===== src/rtl/vga_sync_gen.sv =====
// vga_sync_gen
// Raster timing generator for a VGA pixel pipeline (defaults: 640x480@60 Hz
// from a 100 MHz system clock).
//
// Ports:
//   clk        system clock
//   rst        asynchronous, active-high reset
//   pixel_x    current horizontal count, 0..H_TOTAL-1 (register output)
//   pixel_y    current vertical count, 0..V_TOTAL-1 (register output)
//   video_on   high while (pixel_x, pixel_y) lies in the visible area
//   tick       pixel-rate enable, one clk wide every CLK_DIV clks
//   ref_tick   one-clk pulse when the raster enters vertical blanking
//   hsync      horizontal sync, active-low
//   vsync      vertical sync, active-low
//   frame_cnt  completed-frame counter, wraps 255 -> 0
module vga_sync_gen #(
    parameter int CLK_DIV   = 4,
    parameter int H_DISPLAY = 640,
    parameter int H_FRONT   = 16,
    parameter int H_SYNC    = 96,
    parameter int H_BACK    = 48,
    parameter int V_DISPLAY = 480,
    parameter int V_FRONT   = 10,
    parameter int V_SYNC    = 2,
    parameter int V_BACK    = 33
) (
    input  logic       clk,
    input  logic       rst,
    output logic [9:0] pixel_x,
    output logic [9:0] pixel_y,
    output logic       video_on,
    output logic       tick,
    output logic       ref_tick,
    output logic       hsync,
    output logic       vsync,
    output logic [7:0] frame_cnt
);

    localparam int H_TOTAL = H_DISPLAY + H_FRONT + H_SYNC + H_BACK;
    localparam int V_TOTAL = V_DISPLAY + V_FRONT + V_SYNC + V_BACK;
    localparam int DIV_W   = (CLK_DIV > 1) ? $clog2(CLK_DIV) : 1;

    localparam logic [DIV_W-1:0] DIV_LAST = DIV_W'(CLK_DIV - 1);

    localparam logic [9:0] H_LAST   = 10'(H_TOTAL - 1);
    localparam logic [9:0] V_LAST   = 10'(V_TOTAL - 1);
    localparam logic [9:0] H_VIS    = 10'(H_DISPLAY);
    localparam logic [9:0] V_VIS    = 10'(V_DISPLAY);
    localparam logic [9:0] V_PRE_BL = 10'(V_DISPLAY - 1);
    localparam logic [9:0] HS_FIRST = 10'(H_DISPLAY + H_FRONT);
    localparam logic [9:0] HS_LAST  = 10'(H_DISPLAY + H_FRONT + H_SYNC - 1);
    localparam logic [9:0] VS_FIRST = 10'(V_DISPLAY + V_FRONT);
    localparam logic [9:0] VS_LAST  = 10'(V_DISPLAY + V_FRONT + V_SYNC - 1);

    // The coordinate outputs are only 10 bits wide.
    if (H_TOTAL > 1024 || V_TOTAL > 1024) begin : g_bad_geometry
        $error("vga_sync_gen: H_TOTAL and V_TOTAL must not exceed 1024");
    end
    if (CLK_DIV < 1 || CLK_DIV > 16) begin : g_bad_div
        $error("vga_sync_gen: CLK_DIV must lie in 1..16");
    end

    logic [DIV_W-1:0] div;
    logic [9:0]       h_next;
    logic [9:0]       v_next;
    logic             line_end;
    logic             frame_end;
    logic             ref_next;

    // tick is decoded from the registered divider only, so it is glitch-free.
    // With CLK_DIV=1 the divider is stuck at 0 and tick is constantly 1.
    assign tick = (div == DIV_LAST);

    always_ff @(posedge clk or posedge rst) begin
        if (rst) begin
            div <= '0;
        end else if (tick) begin
            div <= '0;
        end else begin
            div <= div + DIV_W'(1);
        end
    end

    // Next raster position. Sync/blank flags are derived from these values
    // so that, once registered, they line up with the coordinates they
    // describe in the same cycle.
    always_comb begin
        h_next    = pixel_x;
        v_next    = pixel_y;
        line_end  = tick && (pixel_x == H_LAST);
        frame_end = line_end && (pixel_y == V_LAST);
        ref_next  = line_end && (pixel_y == V_PRE_BL);
        if (tick) begin
            if (line_end) begin
                h_next = '0;
                v_next = (pixel_y == V_LAST) ? 10'd0 : pixel_y + 10'd1;
            end else begin
                h_next = pixel_x + 10'd1;
            end
        end
    end

    // ref_tick is set only on the single edge that enters (0, V_DISPLAY);
    // later clks of that pixel period see no tick and clear it again.
    always_ff @(posedge clk or posedge rst) begin
        if (rst) begin
            pixel_x   <= '0;
            pixel_y   <= '0;
            video_on  <= 1'b1;
            hsync     <= 1'b1;
            vsync     <= 1'b1;
            ref_tick  <= 1'b0;
            frame_cnt <= '0;
        end else begin
            pixel_x   <= h_next;
            pixel_y   <= v_next;
            video_on  <= (h_next < H_VIS) && (v_next < V_VIS);
            hsync     <= ~((h_next >= HS_FIRST) && (h_next <= HS_LAST));
            vsync     <= ~((v_next >= VS_FIRST) && (v_next <= VS_LAST));
            ref_tick  <= ref_next;
            if (frame_end) begin
                frame_cnt <= frame_cnt + 8'd1;
            end
        end
    end

endmodule

===== config.mk =====
export PLATFORM = sky130hd
export DESIGN_NAME = vga_sync_gen
export DESIGN_NICKNAME = d
export VERILOG_FILES = /design/src/rtl/vga_sync_gen.sv
export SDC_FILE = /design/constraint.sdc
export NUM_CORES = 1
export LEC_CHECK = 0
export BUFFER_PORTS_ARGS = -buffer_cell sky130_fd_sc_hd__buf_2
export CORE_UTILIZATION = 55
export DETAILED_ROUTE_END_ITERATION = 16
export PLACE_DENSITY = 0.83
export RECOVER_POWER = 25
export SETUP_SLACK_MARGIN = 0.5
export SKIP_CTS_REPAIR_TIMING = 1
export SYNTH_ARGS = -nofsm -noshare
export SYNTH_HDL_FRONTEND = slang
export SYNTH_SLANG_ARGS = --single-unit

===== constraint.sdc =====
create_clock -name clk -period 2.6 [get_ports clk]
set_input_delay 0.13 -clock clk [delete_from_list [all_inputs] [get_ports clk]]
set_output_delay 0.13 -clock clk [all_outputs]
set_load 0.01 [all_outputs]

==> results of run 1 <==
-- layout by cell type, fill, tap and decap left out, types with 2 or more instances in the layout --
cell type / netlist / routed
ha_1: 5 / 3
ha_2: 0 / 2
or2b_1: 2 / 2
dfrtp_2: 0 / 4
dfrtp_1: 31 / 27
nand4b_1: 2 / 2
nand2b_1: 3 / 3
nand2_1: 18 / 18
xor2_1: 5 / 5
a31oi_1: 2 / 2
clkbuf_4: 0 / 5
buf_2: 7 / 34
nand3_1: 10 / 9
o21ai_0: 8 / 8
nand4_1: 9 / 9
o31ai_1: 2 / 2
inv_1: 8 / 8
nor3_1: 5 / 5
buf_4: 0 / 10
nor2_1: 12 / 12
mux2_2: 2 / 2
xnor2_1: 12 / 12
nor4_1: 4 / 4
and4_1: 3 / 2
dfstp_2: 3 / 3
a21oi_1: 4 / 4
and4bb_2: 2 / 2
-- per-stage QoR --
| step | hold WS (ps) | power [mW] |
|---|---|---|
| 6_report | -46.7 | 0.931 |
| 4_1_cts | -28.7 | 0.940 |
| 2_1_floorplan | 269 | 0.547 |
| 5_1_grt | 14.2 | 0.963 |
| 3_5_place_dp | 342 | 0.552 |
| 3_3_place_gp | 326 | 0.551 |
-- layer usage --
layer / share of wire, % / GRT usage [%]
met5: 0 / 0
met4: 2.2 / 8.64
met3: 4.7 / 6.93
met2: 50 / 40.0
met1: 43 / 29.1
-- sequential cells by signal, summed over array words and instances, names as in the netlist --
signal / cells
div: 2
frame_cnt: 8
hsync: 1
pixel_x: 10
pixel_y: 10
ref_tick: 1
video_on: 1
vsync: 1
-- final cells by class --
type,count,area [µm²]
fill,248,912
clock buffer,6,51.3
inverter,8,30.0
tap,44,55.1
sequential,34,860
clock inverter,1,30.0
multi-input combinational,133,941
timing repair buffer,45,249
-- worst paths after layout --
path / from / endpoint / slack, ps / cells after the start
worst max-delay path: pixel_y[1] / video_on / 560 / 7
worst min-delay path: rst / div[1] / -50 / 2
worst max register to register: pixel_y[1] / video_on / 560 / 7
worst min register to register: div[0] / div[0] / 450 / 1
max in group asynchronous: rst / pixel_y[0] / 1540 / 3
min in group clk: div[0] / div[0] / 450 / 1
-- logic make-up after synthesis --
| group | share of synthesized area (%) |
|---|---|
| compound gates | 11.4 |
| xor+xnor | 8.02 |
| fa+ha+maj | 3.37 |
| buf+inv | 4.38 |
| flops | 46.1 |
| mux | 1.21 |
| simple gates | 25.6 |
-- critical path, cell delays in order, from the launching register on --
cell and delay (ps):
dfrtp_1 430, inv_1 110, ha_1 150, nand4_1 190, or4_4 540, a21oi_4 150, o21ai_2 100, a2111oi_4 290
-- report_power, final --
part           internal (mW)  leakage [nW]  switching, mW  total (mW)
sequential             0.529         0.444              0       0.529
clock                  0.224        0.0443          0.168       0.391
combinational       0.000926         0.509         0.0103      0.0113
==> metrics.txt, run 1 <==
top cells by count, synth dfrtp_1, nand2_1, nor2_1, xnor2_1, nand3_1; die height 60.1 µm; Root Buffer clkbuf_4; YS warnings 0; io pins 35; Static Leak 0.997 nW; wire per inst 14.9 µm; RSZ-0062 raised after global routing no; die width 60.1 µm; placed instance area 2050 µm²; Critical Path AT 2280 ps; GR Overflow Total 0; failing checks negative hold slack; ANT nets after route 0; pwr dens 420 nW/µm²; number of port buffers 34; run status complete, but fails checks; dpl ws 404 ps; Initial Utilization 59.3%; Syn Area/Cell 10.1 µm²; Synth Flop Type dfrtp_1; H-tree depth 2; first-pass GRT wire length 6210 µm; share of layout cells above drive strength 1 32.6%; Hold Crit Class input port to asynchronous set/reset pin; CP Capture Type register; clock sink count 34; largest net degree at the start of global routing 23; vias per cell 5.82; Clock Latency Late Sink 330 ps; vias post-DR 1578; hold_ws -46.7 ps; WL final 4050 µm; TritonCTS Buffers 5; sequential share of the synthesized area 46.1%; number of synthesized flops with an enable pin 0; Finished Layout Cells 271; GRT Total Usage 23.9%; post-layout min period 2040 ps; ANT cells 0; dominant cell type by area after synthesis dfrtp_1; Achievable Freq 491 MHz; highest fanout seen on the critical path 4; Final Hold Viols 18; vias in the first global route 1399; top post-synthesis cells by area dfrtp_1, xnor2_1, dfstp_2, nand2_1, ha_1; Post-Syn Area 1860 µm²; Final Core Density 70.8%; CTS tree done; Critical Path Source Type register; DRT Pass-1 Iters 4; post-route cell area 2220 µm²; ys async rst share 100%; Mapped Cells 184; DP HPWL 2690 µm; post-synth top area share 41.8%; Syn Nets 191; setup violators final 0; dpl cells 256; clock transition at the registers of the reported paths 100 ps; Clock Path Buffers 2; final setup TNS 0 ps; Yosys cell types 47; worst setup margin 564 ps; routability cong. 0.846; die area 3610 µm²; Req. time, crit path 2840 ps; top-count cell post-synth dfrtp_1; register bit count reported by yosys 34; initial antenna violation count 0; CP Class register to register; area grow syn2layout 19.4%; Slew Limit Headroom 43.4%; maximum vdd ir drop 0.000300 V; Worst Max-Slew Pin Slew 848 ps; std cell rows 20; initial DRC count 47; Core ar. 3130 µm²; Worst Clk Skew 3.32 ps; fin. max-slew vios 0; Max Cap Viol 0; Final Cycle Share 78.3%; DRC 0; final net count 234
Note: power is estimated with default switching activity, not from simulation.
==> run 2: changes to the inputs <==
clock period = 2.1 ns   (was 2.6 ns; I/O delays follow)
==> metrics.txt, run 2 (synthesized netlist as in run 1, its figures left out) <==
Worst Clk Skew 11.4 ps; Core ar. 3130 µm²; Static Leak 1.08 nW; wire per inst 16.4 µm; commonest non-fill, non-tap cell in the layout buf_2; hold wc startpoint div[0]; setup violators final 0; RR Startpoint pixel_y[1]; Power, Total 1.05 mW; WHS Path Cells 1; CP Capture Type register; Worst Hold Path EP div[0]; R2R depth 9; Largest regs pixel_x (10), pixel_y (10), frame_cnt (8); dpl ws 86.2 ps; fin. max-slew vios 0; CP Class register to register; CP Cell Sequence inv_2, ha_4, nand4_1, nor4_2, buf_4, buf_4, nor4_1, o22a_1, nand4b_1; std cell rows 20; GRT Total Usage 25.1%; ANT nets after route 0; area of the multi-input gates 1090 µm²; Worst Max-Slew Pin Slew 819 ps; Root Buffer clkbuf_4; die height 60.1 µm; dpl cells 263; Hold Crit Class register to register; post-layout min period 2090 ps; Max Cap Viol 0; CP dominant cell by count buf_4; crit path from pixel_y[1]; die area 3610 µm²; number of port buffers 34; io pins 35; share of layout cells above drive strength 1 45.8%; Final Hold Viols 0; die width 60.1 µm; Initial Utilization 59.3%; TritonCTS Buffers 5; initial antenna violation count 0; Critical-path top delay cell dfrtp_2; Finished Layout Cells 284; Achievable Freq 479 MHz; clock transition at the registers of the reported paths 100 ps; first-pass GRT wire length 6630 µm; area grow syn2layout 32.0%; H-tree depth 2; highest fanout seen on the critical path 6; GR Overflow Total 0; RSZ-0062 raised after global routing yes; largest net degree at the start of global routing 35; routability cong. 0.927; ANT cells 0; vias per cell 5.85; Fillers 196; vias post-DR 1662; worst setup margin 13.5 ps; final setup TNS 0 ps; Clock Latency Late Sink 340 ps; Req. time, crit path 2340 ps; DRT Pass-1 Iters 4; run status completed; pwr dens 430 nW/µm²; RR Endpoint vsync; WL final 4640 µm; register-to-register path setup slack 10 ps; vias in the first global route 1463; Slew Limit Headroom 45.4%; final net count 246; slowest stage delay, CP 450 ps; Final Cycle Share 99.4%; DRC 0; Critical Path AT 2330 ps; Critical Path Source Type register; hold_ws 464 ps; Seq. cell area 861 µm²; DP HPWL 2850 µm; most frequent cells in the layout buf_2, dfrtp_1, buf_4, nand2_1, xnor2_1; clock sink count 34; initial DRC count 129; maximum vdd ir drop 0.000360 V; Clock Path Buffers 2; CTS tree done
## run 2: cell types whose count changed in the layout (fill, tap and decap cells not counted), moves of 2 or more
cell     delta
inv_2       +2
xnor2_2     +2
nor2_2      +3
ha_1        -2
nand2_1     -2
o21ai_0     -2
nor2_1      -4
buf_6       +3
nor4_2      +2
inv_1       -2
and3_4      +2
buf_4       +8
ha_4        +2
xnor2_1     -2
## run 2: final cells by class
class                   instances  area share [%]
inverters                       8            1.23
multi-input cells             133            44.5
clock inverters                 1           0.204
repair buffers                 57            14.5
flip-flops and latches         34            35.2
clock buffers                   7            2.25
well taps                      44            2.25
## run 2: metal layers
metal / GRT usage (%) / vias to the layer above / share of wire (%)
met5: 0 / - / 0
met4: 10.3 / 0 / 2.6
met3: 6.06 / 17 / 4.7
met2: 40.8 / 72 / 51
met1: 32.0 / 802 / 41
li1: - / 771 / -
## run 2: stage by stage
step	util, %	instance area (µm²)
after floorplan	-	1930
after global placement	68.9	2150
after detailed placement	68.9	2150
after CTS	70.8	2210
after global routing	78.3	2450
final	78.3	2450
## run 2: worst max path at each step
stage	endpoint	slack, ps
finish	vsync	10
detailed placement	video_on	90
CTS	video_on	60
global route	vsync	-70
global placement	video_on	150
floorplan	video_on	130
## run 2: critical path, delay by kind of cell (launching register included)
| kind | cells | cell delay (ps) |
|---|---|---|
| simple gates | 4 | 750 |
| flops | 1 | 450 |
| buf+inv | 3 | 390 |
| compound gates | 1 | 240 |
| fa+ha+maj | 1 | 160 |
## run 2: power breakdown
part	switching (mW)	total (mW)	leakage (nW)	internal, mW
logic	0.0125	0.0151	0.606	0.00259
clock network	0.222	0.384	0.0353	0.162
registers	0	0.655	0.442	0.655
